**config.mk**
```make
export PLATFORM = sky130hd
export DESIGN_NAME = wb_port_arbiter
export DESIGN_NICKNAME = d
export VERILOG_FILES = /design/src/rtl/wb_port_arbiter.sv
export SDC_FILE = /design/constraint.sdc
export NUM_CORES = 1
export LEC_CHECK = 0
export CAP_MARGIN = 25
export CELL_PAD_IN_SITES_DETAIL_PLACEMENT = 0
export CELL_PAD_IN_SITES_GLOBAL_PLACEMENT = 1
export CORE_MARGIN = 3
export CORE_UTILIZATION = 29
export CTS_CLUSTER_DIAMETER = 40
export DETAILED_ROUTE_END_ITERATION = 16
export PLACE_DENSITY = 0.86
export SKIP_CTS_REPAIR_TIMING = 1
export SYNTH_ARGS = -nofsm -noshare
export SYNTH_HDL_FRONTEND = slang
export SYNTH_SLANG_ARGS = --single-unit
```
**constraint.sdc**
```tcl
create_clock -name clk -period 2 [get_ports clk]
set_input_delay 0.2 -clock clk [delete_from_list [all_inputs] [get_ports clk]]
set_output_delay 0.2 -clock clk [all_outputs]
set_load 0.01 [all_outputs]
```
**src/rtl/wb_port_arbiter.sv**
```systemverilog
// Writeback port arbiter: two 1-entry holding slots (ALU path A, load/multi-cycle path B)
// share one register-file write port, with a pending-destination mask for the issue stage.
module wb_port_arbiter #(
    parameter int XLEN       = 32,
    parameter int REG_ADDR_W = 5,
    parameter bit RR_EN      = 1'b1
) (
    input  logic                         clk,
    input  logic                         rst_n,
    input  logic                         a_valid_i,
    output logic                         a_ready_o,
    input  logic [REG_ADDR_W-1:0]        a_rd_i,
    input  logic [XLEN-1:0]              a_data_i,
    input  logic                         b_valid_i,
    output logic                         b_ready_o,
    input  logic [REG_ADDR_W-1:0]        b_rd_i,
    input  logic [XLEN-1:0]              b_data_i,
    output logic                         wr_en_o,
    output logic [REG_ADDR_W-1:0]        wr_rd_o,
    output logic [XLEN-1:0]              wr_data_o,
    output logic [(1<<REG_ADDR_W)-1:0]   pend_mask_o
);

    logic                  a_full_q, a_full_d;
    logic                  b_full_q, b_full_d;
    logic                  last_grant_q, last_grant_d;
    logic [REG_ADDR_W-1:0] a_rd_q, b_rd_q;
    logic [XLEN-1:0]       a_data_q, b_data_q;
    logic                  grant_a, grant_b;
    logic                  a_load, b_load;

    // Grant depends only on slot state, so no valid-to-output combinational path exists.
    always_comb begin
        grant_a = 1'b0;
        grant_b = 1'b0;
        if (a_full_q && b_full_q) begin
            if (RR_EN) begin
                grant_a = last_grant_q;
                grant_b = !last_grant_q;
            end else begin
                grant_a = 1'b1;
            end
        end else if (a_full_q) begin
            grant_a = 1'b1;
        end else if (b_full_q) begin
            grant_b = 1'b1;
        end
    end

    assign a_ready_o = !a_full_q || grant_a;
    assign b_ready_o = !b_full_q || grant_b;
    assign a_load    = a_valid_i && a_ready_o;
    assign b_load    = b_valid_i && b_ready_o;

    always_comb begin
        wr_rd_o   = '0;
        wr_data_o = '0;
        if (grant_a) begin
            wr_rd_o   = a_rd_q;
            wr_data_o = a_data_q;
        end else if (grant_b) begin
            wr_rd_o   = b_rd_q;
            wr_data_o = b_data_q;
        end
    end

    // x0 entries still take their grant cycle but never reach the regfile.
    assign wr_en_o = (grant_a || grant_b) && (wr_rd_o != '0);

    always_comb begin
        pend_mask_o = '0;
        if (a_full_q) pend_mask_o[a_rd_q] = 1'b1;
        if (b_full_q) pend_mask_o[b_rd_q] = 1'b1;
        pend_mask_o[0] = 1'b0;
    end

    always_comb begin
        a_full_d     = a_full_q;
        b_full_d     = b_full_q;
        last_grant_d = last_grant_q;
        if (grant_a) begin
            a_full_d     = 1'b0;
            last_grant_d = 1'b0;
        end
        if (grant_b) begin
            b_full_d     = 1'b0;
            last_grant_d = 1'b1;
        end
        // A new load wins over the clear so a lone source streams at one write per cycle.
        if (a_load) a_full_d = 1'b1;
        if (b_load) b_full_d = 1'b1;
    end

    always_ff @(posedge clk or negedge rst_n) begin
        if (!rst_n) begin
            a_full_q     <= 1'b0;
            b_full_q     <= 1'b0;
            last_grant_q <= 1'b1;
        end else begin
            a_full_q     <= a_full_d;
            b_full_q     <= b_full_d;
            last_grant_q <= last_grant_d;
        end
    end

    // Slot payload is qualified by the full flags, so it needs no reset.
    always_ff @(posedge clk) begin
        if (a_load) begin
            a_rd_q   <= a_rd_i;
            a_data_q <= a_data_i;
        end
        if (b_load) begin
            b_rd_q   <= b_rd_i;
            b_data_q <= b_data_i;
        end
    end

endmodule

```
==> impl_metrics.py <==
metrics = {
    "power": {
        "pwr-share-clk_pct": 28.0,
        "internal_power_mw": 4.22,
        "p_seq_share_pct": 36.0,
        "vdd_drop_max_mv": 0.559,
        "p_leak_nw": 2.97,
        "power.density_nw_per_um2": 1030,
        "combPwrFrac_pct": 36.0,
        "swShare_pct": 28.5,
        "p_total_mw": 5.91,
        "switchingPower_mw": 1.68,
    },
    "synth": {
        "synthCells": 251,
        "synthArstFlopShare_pct": 3.90,
        "ys.flop_type": "edfxtp_1",
        "ys_seq_area_share_pct": 69.0,
        "synth.distinct_cells": 29,
        "yosysWarnings": 0,
        "synthesis.nets": 329,
        "synth_edf_count": 74,
        "synth_commonest_cells": "edfxtp_1, o22ai_1, nand3_1",
        "yosysTopAreaCellShare_pct": 66.7,
        "ys_seq_elements": 77,
        "synthesis.area_sq_um": 3330,
        "synth_area_leader_cell": "edfxtp_1",
        "synth_area_leaders": "edfxtp_1, o22ai_1, a22o_1, nand3_1, o21ai_1",
        "avgSynthCellArea_sq_um": 13.3,
        "yosysMostFrequentCell": "edfxtp_1",
    },
    "sta": {
        "finalHoldViolations": 0,
        "timing.final.ws_setup_ps": 68.9,
        "fin_hold_ws_ps": 54.6,
        "finalCriticalPeriod_ps": 1930,
        "fin_crit_sh_pct": 96.6,
        "rsz0062_at_grt": "no",
        "setup_viol": 0,
        "clock-skew-final_ps": 4.36,
        "clock.fmax_ghz": 0.518,
        "slew_violations": 0,
    },
    "clocking": {
        "clock_sinks": 77,
        "cts_max_path_buffers": 2,
        "root_buffer": "clkbuf_16",
        "insertion_delay_ps": 320,
        "cts_tree": "done",
        "cts-buffers-inserted": 9,
        "clk_pin_slew_ps": 60,
        "cts_max_level": 3,
    },
    "setup_path": {
        "worstSetupPathType": "reg2out",
        "arrival_ps": 1730,
        "rrSetupSlack_ps": 370,
        "worstPathMaxFanout": 4,
        "start_kind": "flop",
        "r2r_cells": 5,
        "cp.required_ps": 1800,
        "worst_setup_path_end_kind": "output pin",
    },
    "routing": {
        "drtIter0Drc": 248,
        "drc_errors": 0,
        "routedWlPerCell_um": 18.0,
        "vias": 2842,
        "antenna_left": 0,
        "viasPerCell": 5.02,
        "wirelength_mm": 10.2,
        "dr.pass1.iters": 5,
    },
    "placement": {
        "dp_slack_ps": 29.1,
        "dp_hpwl_mm": 7.11,
        "portBuffers": 148,
        "placed_cell_area_sq_um": 5060,
        "gp_congestion": 0.816,
    },
    "floorplanning": {
        "core-area_sq_um": 11000,
        "num_rows": 38,
        "die-area_sq_um": 12800,
        "die_x_um": 113,
        "die_y_um": 113,
        "io_pins": 150,
        "start_util_pct": 30.2,
    },
    "global_route": {
        "grt_overflow": 0,
        "antenna_found_initial": 0,
        "grt_pass1_vias": 2961,
        "grt_first_pass_wirelength_mm": 15.1,
        "gr-usage-all-layers_pct": 15.3,
        "grt_start_max_net_pins": 26,
    },
    "cells_and_area": {
        "fillers": 963,
        "final_core_util_pct": 52.1,
        "antenna_cells": 0,
        "nNetsFinal": 500,
        "drive_above_1_share_pct": 15.3,
        "syn_to_final_growth_pct": 72.5,
        "design_area_sq_um": 5750,
    },
    "worst_hold_path": {
        "hold_class": "in2async",
    },
    "outcome": {
        "status": "finished clean",
    },
    "flow_run": {
        "cap_viol_max_count": 0,
    },
}
power groups by stage:
stage,logic (mW),registers (mW),clock network (mW)
2_1_floorplan,0.952,2.13,0
3_3_place_gp,2.04,2.14,0
3_5_place_dp,2.06,2.16,0
4_1_cts,2.07,2.12,1.71
5_1_grt,2.30,2.15,1.76
6_report,2.13,2.12,1.65
cell families after synthesis:
family / after synthesis / synth area share [%]
buf+inv: 22 / 3.83
compound gates: 72 / 14.3
flops: 77 / 69.0
other cells: 1 / 0.113
simple gates: 79 / 12.8
stage by stage:
| stage | instances | TNS [ps] |
|---|---|---|
| final | 566 | 0 |
| after global routing | 566 | 0 |
| after CTS | 554 | -18080 |
| after detailed placement | 539 | 0 |
| after global placement | 539 | 0 |
| after floorplan | 251 | 0 |
final timing paths:
path,from,to
max,a_rd_q[2]$_DFFE_PP_,pend_mask_o[8]
min in group clk,a_data_i[5],a_data_q[5]$_DFFE_PP_
max reg2reg,last_grant_q$_DFFE_PN1P_,a_data_q[3]$_DFFE_PP_
min,rst_n,a_full_q$_DFFE_PN0P_
min reg2reg,last_grant_q$_DFFE_PN1P_,last_grant_q$_DFFE_PN1P_
max in group asynchronous,rst_n,last_grant_q$_DFFE_PN1P_
layout by cell type, fill, tap and decap left out, drive strengths merged, types with 2 or more instances in the layout:
master	n
nand3	27
bufinv	2
or3	2
nor2	3
nand2b	3
or3b	5
buf	32
a22o	16
clkbuf	12
clkinv	2
dfrtp	2
and2	3
o22ai	31
o21ai	23
dlymetal6s2s	70
clkdlybuf4s50	78
nand3b	10
edfxtp	74
nand2	25
sequential cells by signal, indices dropped and copies added, names as in the netlist:
signal	flops
a_full_q	1
a_rd_q	5
b_data_q	32
last_grant_q	1
b_rd_q	5
a_data_q	32
b_full_q	1
layout make-up:
type	instances	area [sq um]	area share, %
sequential	77	2300	40.0
timing repair buffer	181	1990	34.7
multi-input combinational	152	971	16.9
clock buffer	11	233	4.05
tap	140	175	3.05
clock inverter	4	73.8	1.28
inverter	1	3.75	0.0653
critical path, stage by stage (launching register included):
cell            delay, ps
edfxtp_1              410
buf_4                 170
or3b_1                410
o22ai_1               230
dlymetal6s2s_1        200
metal layers:
metal | wire length [um] | GRT usage (%) | vias up | share of wire [%]
li1 | - | - | 1322 | -
met1 | 4100 | 18.4 | 1374 | 40
met2 | 5240 | 26.0 | 135 | 51
met3 | 721 | 4.87 | 11 | 7.1
met4 | 136 | 5.29 | 0 | 1.3
met5 | 0 | 0 | - | 0
(Power assumes the default switching activity.)
